$ cat src/rtl/sccb_cfg_ctrl.sv
// OV7670 SCCB configuration sequencer. Walks an external register table and issues one
// 3-phase SCCB write (device address, register, value) per entry, honouring delay and
// end markers. Bus timing is built from 4-quarter units of QUARTER clk cycles each.
module sccb_cfg_ctrl #(
  parameter int unsigned QUARTER      = 250,
  parameter logic [7:0]  DEV_ADDR     = 8'h42,
  parameter int unsigned DELAY_CYCLES = 1_000_000
) (
  input  logic        clk,
  input  logic        rst,
  input  logic        start,
  output logic [7:0]  rom_addr,
  input  logic [15:0] rom_data,
  input  logic        siod_in,
  output logic        sioc,
  output logic        siod_out,
  output logic        siod_oe,
  output logic        busy,
  output logic        done,
  output logic        nack
);

  localparam int unsigned QW = (QUARTER > 1) ? $clog2(QUARTER) : 1;
  localparam int unsigned DW = (DELAY_CYCLES > 1) ? $clog2(DELAY_CYCLES) : 1;
  localparam logic [QW-1:0] QLast = QW'(QUARTER - 1);
  localparam logic [DW-1:0] DLast = DW'((DELAY_CYCLES > 0) ? DELAY_CYCLES - 1 : 0);

  localparam logic [2:0] StIdle  = 3'd0;
  localparam logic [2:0] StFetch = 3'd1;
  localparam logic [2:0] StStart = 3'd2;
  localparam logic [2:0] StBit   = 3'd3;
  localparam logic [2:0] StStop  = 3'd4;
  localparam logic [2:0] StGap   = 3'd5;
  localparam logic [2:0] StWait  = 3'd6;
  localparam logic [2:0] StDone  = 3'd7;

  logic [2:0]    state_q, state_d;
  logic [QW-1:0] qcnt_q, qcnt_d;
  logic [1:0]    phase_q, phase_d;
  logic [4:0]    bit_q, bit_d;
  logic          fetch_q, fetch_d;
  logic [DW-1:0] dly_q, dly_d;
  logic [7:0]    reg_q, reg_d;
  logic [7:0]    val_q, val_d;
  logic [7:0]    rom_addr_q, rom_addr_d;
  logic          busy_q, busy_d;
  logic          done_q, done_d;
  logic          nack_q, nack_d;

  logic          quarter_done;
  logic          unit_done;
  logic          ack_slot;
  logic [26:0]   frame;
  logic          tx_bit;

  assign quarter_done = (qcnt_q == QLast);
  assign unit_done    = quarter_done && (phase_q == 2'd3);
  // Ninth bit of each byte is the don't-care/ACK slot.
  assign ack_slot     = (bit_q == 5'd8) || (bit_q == 5'd17) || (bit_q == 5'd26);
  assign frame        = {DEV_ADDR, 1'b1, reg_q, 1'b1, val_q, 1'b1};
  assign tx_bit       = frame[5'd26 - bit_q];

  // Next-state logic: sequencing, table decode, counters and status flags.
  always_comb begin
    state_d    = state_q;
    qcnt_d     = qcnt_q;
    phase_d    = phase_q;
    bit_d      = bit_q;
    fetch_d    = fetch_q;
    dly_d      = dly_q;
    reg_d      = reg_q;
    val_d      = val_q;
    rom_addr_d = rom_addr_q;
    busy_d     = busy_q;
    done_d     = done_q;
    nack_d     = nack_q;

    case (state_q)
      StIdle: begin
        if (start) begin
          state_d    = StFetch;
          busy_d     = 1'b1;
          done_d     = 1'b0;
          nack_d     = 1'b0;
          rom_addr_d = 8'd0;
          fetch_d    = 1'b0;
        end
      end
      StFetch: begin
        // First cycle lets the synchronous ROM respond; decode on the second.
        if (!fetch_q) begin
          fetch_d = 1'b1;
        end else begin
          fetch_d = 1'b0;
          reg_d   = rom_data[15:8];
          val_d   = rom_data[7:0];
          if (rom_data == 16'hFFFF) begin
            state_d = StDone;
            busy_d  = 1'b0;
            done_d  = 1'b1;
          end else if (rom_data[15:8] == 8'hFF) begin
            state_d = StWait;
            dly_d   = '0;
          end else begin
            state_d = StStart;
          end
        end
      end
      StStart: begin
        if (unit_done) begin
          state_d = StBit;
          bit_d   = 5'd0;
        end
      end
      StBit: begin
        // Sample the ACK slot at the midpoint of SIOC high.
        if (ack_slot && quarter_done && (phase_q == 2'd2) && siod_in) begin
          nack_d = 1'b1;
        end
        if (unit_done) begin
          if (bit_q == 5'd26) begin
            state_d = StStop;
          end else begin
            bit_d = bit_q + 5'd1;
          end
        end
      end
      StStop: begin
        if (unit_done) begin
          state_d = StGap;
        end
      end
      StGap, StWait: begin
        if ((state_q == StGap) ? unit_done : (dly_q == DLast)) begin
          if (rom_addr_q == 8'hFF) begin
            state_d = StDone;
            busy_d  = 1'b0;
            done_d  = 1'b1;
          end else begin
            state_d    = StFetch;
            fetch_d    = 1'b0;
            rom_addr_d = rom_addr_q + 8'd1;
          end
        end else if (state_q == StWait) begin
          dly_d = dly_q + 1'b1;
        end
      end
      StDone: begin
        state_d = StIdle;
      end
      default: begin
        state_d = StIdle;
      end
    endcase

    // Quarter timebase restarts on every state change.
    if (state_d != state_q) begin
      qcnt_d  = '0;
      phase_d = 2'd0;
    end else if (quarter_done) begin
      qcnt_d  = '0;
      phase_d = phase_q + 2'd1;
    end else begin
      qcnt_d  = qcnt_q + 1'b1;
    end
  end

  // State and datapath registers with asynchronous reset.
  always_ff @(posedge clk or posedge rst) begin
    if (rst) begin
      state_q    <= StIdle;
      qcnt_q     <= '0;
      phase_q    <= 2'd0;
      bit_q      <= 5'd0;
      fetch_q    <= 1'b0;
      dly_q      <= '0;
      reg_q      <= 8'd0;
      val_q      <= 8'd0;
      rom_addr_q <= 8'd0;
      busy_q     <= 1'b0;
      done_q     <= 1'b0;
      nack_q     <= 1'b0;
    end else begin
      state_q    <= state_d;
      qcnt_q     <= qcnt_d;
      phase_q    <= phase_d;
      bit_q      <= bit_d;
      fetch_q    <= fetch_d;
      dly_q      <= dly_d;
      reg_q      <= reg_d;
      val_q      <= val_d;
      rom_addr_q <= rom_addr_d;
      busy_q     <= busy_d;
      done_q     <= done_d;
      nack_q     <= nack_d;
    end
  end

  // Bus pin decode from the registered state; idle bus is released high.
  always_comb begin
    sioc     = 1'b1;
    siod_out = 1'b1;
    siod_oe  = 1'b1;
    case (state_q)
      StStart: begin
        // Q0 idle, Q1 SIOD falls with SIOC high, Q2/Q3 SIOC low.
        sioc     = ~phase_q[1];
        siod_out = (phase_q == 2'd0);
      end
      StBit: begin
        sioc     = phase_q[1];
        siod_out = ack_slot | tx_bit;
        siod_oe  = ~ack_slot;
      end
      StStop: begin
        // Q0 both low, Q1 SIOC rises, Q2/Q3 SIOD rises.
        sioc     = (phase_q != 2'd0);
        siod_out = phase_q[1];
      end
      default: ;
    endcase
  end

  assign rom_addr = rom_addr_q;
  assign busy     = busy_q;
  assign done     = done_q;
  assign nack     = nack_q;

endmodule

$ cat config.mk
export PLATFORM = sky130hd
export DESIGN_NAME = sccb_cfg_ctrl
export DESIGN_NICKNAME = d
export VERILOG_FILES = /design/src/rtl/sccb_cfg_ctrl.sv
export SDC_FILE = /design/constraint.sdc
export NUM_CORES = 1
export LEC_CHECK = 0
export ABC_CLOCK_PERIOD_IN_PS = 2900
export CORE_ASPECT_RATIO = 1.5
export CORE_MARGIN = 2
export CORE_UTILIZATION = 30
export DETAILED_ROUTE_END_ITERATION = 12
export PLACE_DENSITY = 0.58
export SLEW_MARGIN = 20
export SYNTH_ARGS = -nofsm -noshare
export SYNTH_HDL_FRONTEND = slang
export SYNTH_SLANG_ARGS = --single-unit
$ cat constraint.sdc
create_clock -name clk -period 2.9 [get_ports clk]
set_input_delay 0.725 -clock clk [delete_from_list [all_inputs] [get_ports clk]]
set_output_delay 0.725 -clock clk [all_outputs]
set_load 0.005 [all_outputs]
Word-level counts from Yosys, hierarchy flattened
Cells that the tools add are included.

word-level totals
  register bits after elaboration = 66
  bits in latches = 0
  memory bits (writable) = 0
  ROM bits = 0
  input bits = 20
  output and inout port bits = 14
  word-level logic and storage cells = 130
  memories = 0

operators by class
  add/sub/neg operators = 6
  multipliers = 0
  divide/modulo/power cells = 0
  $lt $le $gt $ge = 1
  eq/ne operators = 32
  shift-type cells = 0
  multiplexer cells = 53
  bitwise gates (word level) = 3
  reduce and logical (&&, ||, !) cells = 23

operator list
  kind                     number
  $mux W20                 5
  $mux W8                  5
  $pmux W20 S2             1
  $mux W3                  10
  $ne A2 B2 Y1 const B     14
  $eq A8 B8 Y1 const B     3
  $pmux W3 S7              1
  $add A20 B1 Y20 const B  1
  $eq A20 B20 Y1 const B   1
  $mux W1                  17
  $add A8 B1 Y8 const B    2
  $eq A16 B16 Y1 const B   1
  $pmux W8 S2              1
  $mux W5                  3
  $pmux W1 S3              5
  $eq A3 B3 Y1 const B     4
  $reduce_and A4 Y1        3
  $reduce_and A6 Y1        2
  $reduce_bool A2 Y1       6
  $eq A5 B5 Y1 const B     2
  $pmux W5 S2              1
  $eq A3 B2 Y1 const B     2
  $lt A5 B6 Y1 const B     1
  $add A5 B1 Y5 const B    1
  19 further kinds         26

Logic depth before layout (Yosys ltp)
Gate-level depths: netlist of the first run.

  depth in word-level cells = 8
  mapped depth = 10
  depth with buffers taken out = 8

Least setup slack after synthesis of the first run
Ideal clock, no wire load.

  path kind = register to output
  start = register bit_q[0]
  end = output siod_out
  data arrival time = 2.397 ns
  path slack = -0.222 ns
  stages on the path, launching flop included = 9
  cell sequence = dfrtp_1 > buf_1 > inv_1 > ha_1 > buf_1 > mux4_2 > mux2_2 > a211oi_1 > o311ai_1

on the way
  word-level cells in the longest chain between the ends = 5
  elaborated cells on any way between the ends = 10
  those cells by class = add/sub: 1; eq/ne: 3; mux: 3; bitwise: 1; reduce/logical: 2

ends and longest elaborated chain
  what                                                                 line    source
  start: declaration                                                   40      logic [4:0] bit_q, bit_d;
  start signal: assignment                                             187     bit_q <= bit_d;
  $sub A5 B5 Y5, or another cell as far along                          61      assign tx_bit = frame[5'd26 - bit_q];
  $bmux W1 S5 or $logic_or A1 B1 Y1 (tied branches)                    61, 59
  $mux W1 (not written as such) or $logic_or A1 B1 Y1 (tied branches)  61, 59
  $or A1 B1 Y1 *                                                       212     siod_out = ack_slot | tx_bit;
  $pmux W1 S3 *                                                        204     case (state_q)
  end: declaration                                                     16      output logic siod_out,

Every way passes the cells marked *; elsewhere a longest branch is shown, timed or not. The select of a mux whose other input is x is not followed.

Worst setup path after layout of the first run
Same ends and word-level chain as after synthesis.

==> results.json, run 1 <==
{
  "p_int_mw": 1.87,
  "post_dp_cell_area_um2": 4560,
  "hold_violations": 0,
  "dpl_worst_slack_ns": -0.250,
  "slew_headroom_pct": 54.4,
  "peakVddDrop_mv": 0.304,
  "dr.pass1.iters": 4,
  "yosysTopAreaCell": "dfrtp_1",
  "wl_per_cell_um": 15.3,
  "post_drt_via_cell_ratio": 5.19,
  "drt_iter0_markers": 153,
  "clkPwrFrac_pct": 55.4,
  "grtUsageTotal_pct": 14.4,
  "ys_seq_elements": 66,
  "clk_pin_slew_worst_paths_ns": 0.06,
  "initial_core_util_pct": 30.6,
  "crit_type": "flop to output pin",
  "antenna_cells": 0,
  "cts_tree": "built",
  "cp_cell_sequence": "buf_8 > a21oi_4 > xnor2_4 > nor2_1 > a211o_1 > and3_1 > o311ai_2 > buf_2",
  "routabilityCongestion": 0.815,
  "crit_family": "compound AO/OA/AOI/OAI gates",
  "hold_path_end": "nack",
  "synth_ff_type": "dfrtp_1",
  "pin_count": 34,
  "yosysWarnings": 0,
  "worst_slew_pin_slew_ns": 0.682,
  "r2r-start": "dly_q[0]",
  "status": "finished with violations",
  "syn_avg_cell_area_um2": 9.41,
  "clock_skew_ns": 0.00634,
  "p_comb_share_pct": 4.3,
  "fin_util_pct": 38.9,
  "rows": 51,
  "p_seq_share_pct": 40.4,
  "synth_edf_count": 0,
  "crit_buf_inv": 2,
  "crit_slowest_cell": "dfrtp_1",
  "root_buffer": "clkbuf_16",
  "synth_cells": 419,
  "yosysSeqAreaShare_pct": 41.9,
  "wirelength_mm": 9.68,
  "yosys-top-cells-area": "dfrtp_1, mux2_2, xnor2_1, ha_1, nor2_1",
  "antenna_found_initial": 0,
  "die_h_um": 144,
  "crit_arrival_ns": 2.26,
  "min_path_type": "flop to flop",
  "rr_worst_depth": 7,
  "synth.distinct_cells": 56,
  "drive_gt1_share_pct": 17.2,
  "hold_start": "nack",
  "grt_overflow": 0,
  "area_delta_synth_final_pct": 27.2,
  "nNetsFinal": 500,
  "crit_path_max_incr_delay_ns": 0.41,
  "antenna_left": 0,
  "cp_max_fo": 12,
  "drv_cap": 0,
  "die_w_um": 97.6,
  "ctsHoldBuffers": 0,
  "dp.cells": 612,
  "swShare_pct": 19.9,
  "r2r_end": "qcnt_q[2]",
  "r2r_slack_ns": 0.42,
  "p_switching_mw": 0.466,
  "die_area_um2": 14100,
  "vias": 3278,
  "finalInstanceArea_um2": 5020,
  "post-dp-hpwl_mm": 7.00,
  "syn_area_um2": 3940,
  "coreArea_um2": 12900,
  "async_flop_share_pct": 100,
  "grt_max_degree": 49,
  "endpoint_kind": "output pin",
  "numCtsBuffers": 9,
  "p_leak_nw": 2.05,
  "power.density_nw_per_um2": 466,
  "clk_latency_ns": 0.33,
  "grt_pass1_vias": 3311,
  "yosysTopAreaCellShare_pct": 41.9,
  "setup_slack_ns": -0.0832,
  "hold_depth": 2,
  "finalSetupViolations": 1,
  "failed_checks": "setup timing",
  "rsz0062_at_grt": "true",
  "layoutNonFillerInstCount": 631,
  "p_total_mw": 2.34,
  "period_share_pct": 103,
  "period_needed_ns": 2.98,
  "drc_errors": 0,
  "syn-num-nets": 452,
  "cp.required_ns": 2.17,
  "crit_path_start_kind": "flop",
  "timing.fmax_mhz": 335,
  "cts.sinks": 66,
  "grt_pass1_wl_mm": 16.3,
  "clock_path_buffers": 2,
  "drv_slew": 0,
  "io_buffers": 33,
  "cts_max_level": 3
}
==> per-layer routing <==
layer | track usage, % | part of all wire (%)
met5 | 0 | 0
met4 | 4.97 | 1.5
met3 | 3.24 | 3.3
met2 | 27.0 | 54
met1 | 16.1 | 41
==> power by group through the flow <==
stage               Clock (mW)  Combinational (mW)  Sequential (mW)
floorplan                    0              0.0478            0.955
global placement             0              0.0996            0.959
detailed placement           0               0.102            0.959
CTS                       1.32               0.103            0.942
global route              1.37               0.111            0.943
finish                    1.29              0.0998            0.943
==> Yosys cell counts, drive strengths merged, types with 2 or more instances <==
master / instances
nand2: 28
nand4b: 3
nor3: 15
nor2b: 6
nand4: 11
nand3b: 2
buf: 8
nand4bb: 2
xor2: 8
o311ai: 2
nor4b: 2
a22o: 2
mux2i: 4
a21o: 2
and3: 7
dfrtp: 66
inv: 20
xnor2: 20
a211oi: 6
or2: 2
mux4: 2
a31oi: 7
nand2b: 2
clkbuf: 12
nor2: 39
o31ai: 3
nor4: 16
ha: 13
nand3: 26
a211o: 2
mux2: 18
or3: 4
o211ai: 2
and2: 3
and4b: 4
a21oi: 14
o21ai: 27
==> layout by cell type, fill, tap and decap left out, types with 3 or more instances in the layout <==
| master | netlist | layout |
|---|---|---|
| nand4_1 | 10 | 10 |
| o21ai_0 | 23 | 23 |
| nor4_1 | 13 | 13 |
| and4b_1 | 4 | 4 |
| inv_1 | 20 | 18 |
| nand4b_1 | 3 | 3 |
| buf_4 | 0 | 21 |
| xnor2_1 | 20 | 19 |
| nor3_1 | 14 | 14 |
| a31oi_1 | 6 | 6 |
| nand3_1 | 26 | 26 |
| mux2i_1 | 4 | 4 |
| clkbuf_16 | 0 | 9 |
| bufinv_16 | 0 | 3 |
| clkdlybuf4s50_1 | 0 | 31 |
| xor2_1 | 8 | 8 |
| a21oi_1 | 14 | 11 |
| or3_1 | 4 | 3 |
| and3_1 | 7 | 7 |
| mux2_2 | 18 | 18 |
| a211oi_1 | 6 | 5 |
| and2_1 | 3 | 3 |
| ha_1 | 13 | 11 |
| nand2_1 | 28 | 28 |
| dfrtp_1 | 66 | 66 |
| o21ai_1 | 4 | 4 |
| nor2b_1 | 6 | 6 |
| nor2_1 | 39 | 39 |
| o31ai_1 | 3 | 3 |
==> worst register-to-register path, stage by stage, from the launching register on <==
cell and delay, ns:
dfrtp_1 0.39, ha_1 0.26, nand4_2 0.17, nor4_4 0.43, a31oi_2 0.36, nand2_1 0.18, a32o_1 0.44, nor4_1 0.10
==> metrics by stage <==
stage / setup TNS (ns) / hold WS [ns]
floorplan: 0 / 0.466
global placement: -0.167 / 0.461
detailed placement: -0.250 / 0.466
CTS: -0.0472 / 0.479
global route: -0.164 / 0.510
finish: -0.0832 / 0.481
==> state kept, by name, summed over array words and instances, names as in the netlist <==
name / count
bit_q: 5
rom_addr: 8
done: 1
qcnt_q: 8
phase_q: 2
val_q: 8
reg_q: 8
state_q: 3
busy: 1
nack: 1
dly_q: 20
fetch_q: 1
==> how the worst max path moves through the flow <==
stage / cells past startpoint / startpoint / end
6_report: 8 / bit_q[0] / siod_out
5_1_grt: 8 / bit_q[0] / siod_out
4_1_cts: 8 / bit_q[0] / siod_out
3_5_place_dp: 8 / bit_q[0] / siod_out
3_3_place_gp: 8 / bit_q[0] / siod_out
2_1_floorplan: 8 / bit_q[0] / siod_out
==> layout make-up <==
class,instances,area [um2]
Fill cell,1299,7870
Multi-Input combinational cell,313,2210
Sequential cell,66,1650
Timing Repair Buffer,57,528
Clock buffer,12,256
Tap cell,159,199
Clock inverter,4,97.6
Inverter,20,75.1
==> cell families after synthesis <==
group           Yosys count  synth area share, %
xor+xnor                 28                 6.22
simple gates            174                 24.6
buf+inv                  40                 3.90
fa+ha+maj                13                 4.12
mux                      24                 7.30
flops                    66                 41.9
compound gates           74                 12.0
==> timing repair <==
item / 4_1_cts / 5_1_grt
setup endpoints to repair: 2 / 1
endpoints found under the hold margin: 0 / 0
buffers inserted: 1 / 2
pin swaps: 4 / 3
resized for setup: 16 / 6
Power figures use the tool's default switching activity.
==> inputs of run 2 (changes only) <==
Settings changed: SKIP_CTS_REPAIR_TIMING set to 1.
==> run 2 against run 1 <==
The flow still finishes with violations (setup timing). Clock power is essentially flat. Routed wire length shrank 0.54%. Via count is essentially flat. Largest cell class unchanged. Total power is essentially flat. Global-route usage shrank 0.12 points. Critical endpoint unchanged. Combinational power is essentially flat. Sequential power is essentially flat. Non-clock buffer count shrank 1. Sequential share of layout area grew 0.12 points. Core utilization shrank 0.15 points. Count of clock-buffer cells in the layout is the same. Die area is the same.
==> results.json, run 2 (same netlist as run 1, synthesis figures left out) <==
{
  "largest_reg_flops": 20,
  "crit_path_start_kind": "flop",
  "clk_pin_slew_worst_paths_ns": 0.06,
  "antenna_left": 0,
  "p_total_mw": 2.34,
  "drive_gt1_share_pct": 17.4,
  "worst_slew_pin_slew_ns": 0.679,
  "post_drt_via_cell_ratio": 5.21,
  "regMostFlops": "dly_q",
  "crit_buf_inv": 3,
  "grt_util_met1_pct": 16.0,
  "path_depth": 9,
  "layout_common_cells": "dfrtp_1, nor2_1, clkdlybuf4s50_1",
  "timing.hold.ws_ns": 0.481,
  "clk_latency_ns": 0.34,
  "crit_path_max_incr_delay_ns": 0.42,
  "r2r-start": "dly_q[0]",
  "cts_tree": "built",
  "fin_util_pct": 38.8,
  "final_common_cell": "dfrtp_1",
  "endpoint": "siod_out",
  "power.density_nw_per_um2": 467,
  "r2r_end": "qcnt_q[2]",
  "dr.pass1.iters": 5,
  "n_fill_cell": 1301,
  "cts.sinks": 66,
  "layoutNonFillerInstCount": 630,
  "routabilityCongestion": 0.815,
  "die_h_um": 144,
  "r2r_slack_ns": 0.43,
  "grt_pass1_wl_mm": 16.1,
  "crit_slowest_cell": "dfrtp_1",
  "drc_errors": 0,
  "grt_overflow": 0,
  "tns_ns": -0.0877,
  "p_leak_nw": 2.04,
  "cp.required_ns": 2.17,
  "drt_iter0_markers": 145,
  "cp_cell_sequence": "inv_2 > ha_4 > buf_6 > a21oi_2 > a31oi_1 > a211o_1 > and3_1 > o311ai_2 > buf_2",
  "period_needed_ns": 2.99,
  "antenna_cells": 0,
  "rsz0062_at_grt": "true",
  "use_met2_pct": 26.7,
  "setup_slack_ns": -0.0877,
  "vias": 3280,
  "wirelength_mm": 9.63,
  "crit_type": "flop to output pin",
  "io_buffers": 33,
  "critPathLaunch": "bit_q[0]",
  "met3_usage_pct": 3.24,
  "clock_skew_ns": 0.00644,
  "hold_violations": 0,
  "timing.fmax_mhz": 335,
  "dpl_worst_slack_ns": -0.250,
  "wl_per_cell_um": 15.3,
  "post_dp_cell_area_um2": 4560,
  "slew_headroom_pct": 54.6,
  "antenna_found_initial": 0,
  "peakVddDrop_mv": 0.300,
  "root_buffer": "clkbuf_16",
  "endpoint_kind": "output pin",
  "period_share_pct": 103,
  "cts_max_level": 3,
  "cp_max_fo": 6,
  "nNetsFinal": 499,
  "grt_pass1_vias": 3264,
  "initial_core_util_pct": 30.6,
  "coreArea_um2": 12900,
  "status": "finished with violations",
  "drv_slew": 0,
  "die_w_um": 97.6,
  "gr-max-usage-layer": "met2",
  "post-dp-hpwl_mm": 7.00,
  "crit_arrival_ns": 2.26,
  "failed_checks": "setup timing",
  "min_path_type": "flop to flop",
  "numCtsBuffers": 9,
  "dp.cells": 612,
  "rows": 51,
  "drv_cap": 0,
  "finalSetupViolations": 1,
  "rr_worst_depth": 7,
  "grt_max_degree": 49,
  "pin_count": 34,
  "clock_path_buffers": 2,
  "grtUsageTotal_pct": 14.3,
  "die_area_um2": 14100,
  "area_delta_synth_final_pct": 26.7,
  "crit_family": "compound AO/OA/AOI/OAI gates",
  "finalInstanceArea_um2": 5000
}
run 2: routing by layer:
metal  vias to the layer above  wire, um  share of wire [%]
met5                         -         0                  0
met3                         9       275                2.9
met1                      1594      3980                 41
met2                        64      5210                 54
li1                       1613         -                  -
met4                         0       165                1.7
run 2: worst min path at each step:
stage,cells after the start,start,slack [ns],endpoint
after floorplan,1,qcnt_q[0],0.47,qcnt_q[0]
after global placement,1,busy,0.46,busy
after detailed placement,1,busy,0.47,busy
after CTS,1,busy,0.48,busy
after global routing,1,busy,0.51,busy
final,1,busy,0.48,busy
run 2: final cells by class:
| cell class | count | area, um2 | area share [%] |
|---|---|---|---|
| Inverter | 20 | 75.1 | 1.50 |
| Multi-Input combinational cell | 313 | 2190 | 43.9 |
| Clock inverter | 4 | 97.6 | 1.95 |
| Sequential cell | 66 | 1650 | 33.0 |
| Timing Repair Buffer | 56 | 524 | 10.5 |
| Tap cell | 159 | 199 | 3.98 |
| Clock buffer | 12 | 256 | 5.13 |
run 2: worst reg2reg max path, stage by stage (launching register included):
cell	delay [ns]
dfrtp_1	0.39
ha_1	0.26
nand4_2	0.17
nor4_4	0.43
a31oi_2	0.36
nand2_1	0.18
a32o_1	0.44
nor4_1	0.10
run 2: power breakdown:
part	total [mW]	switching, mW	internal (mW)
combinational	0.100	0.0507	0.0496
clock	1.29	0.406	0.887
sequential	0.942	0.00823	0.934
==> inputs of run 3 (changes only) <==
Settings changed: SLEW_MARGIN 20 to 40, TNS_END_PERCENT set to 100.
==> results of run 3 <==
Same layout as run 2: the final DEF is identical, and so are final timing and power.
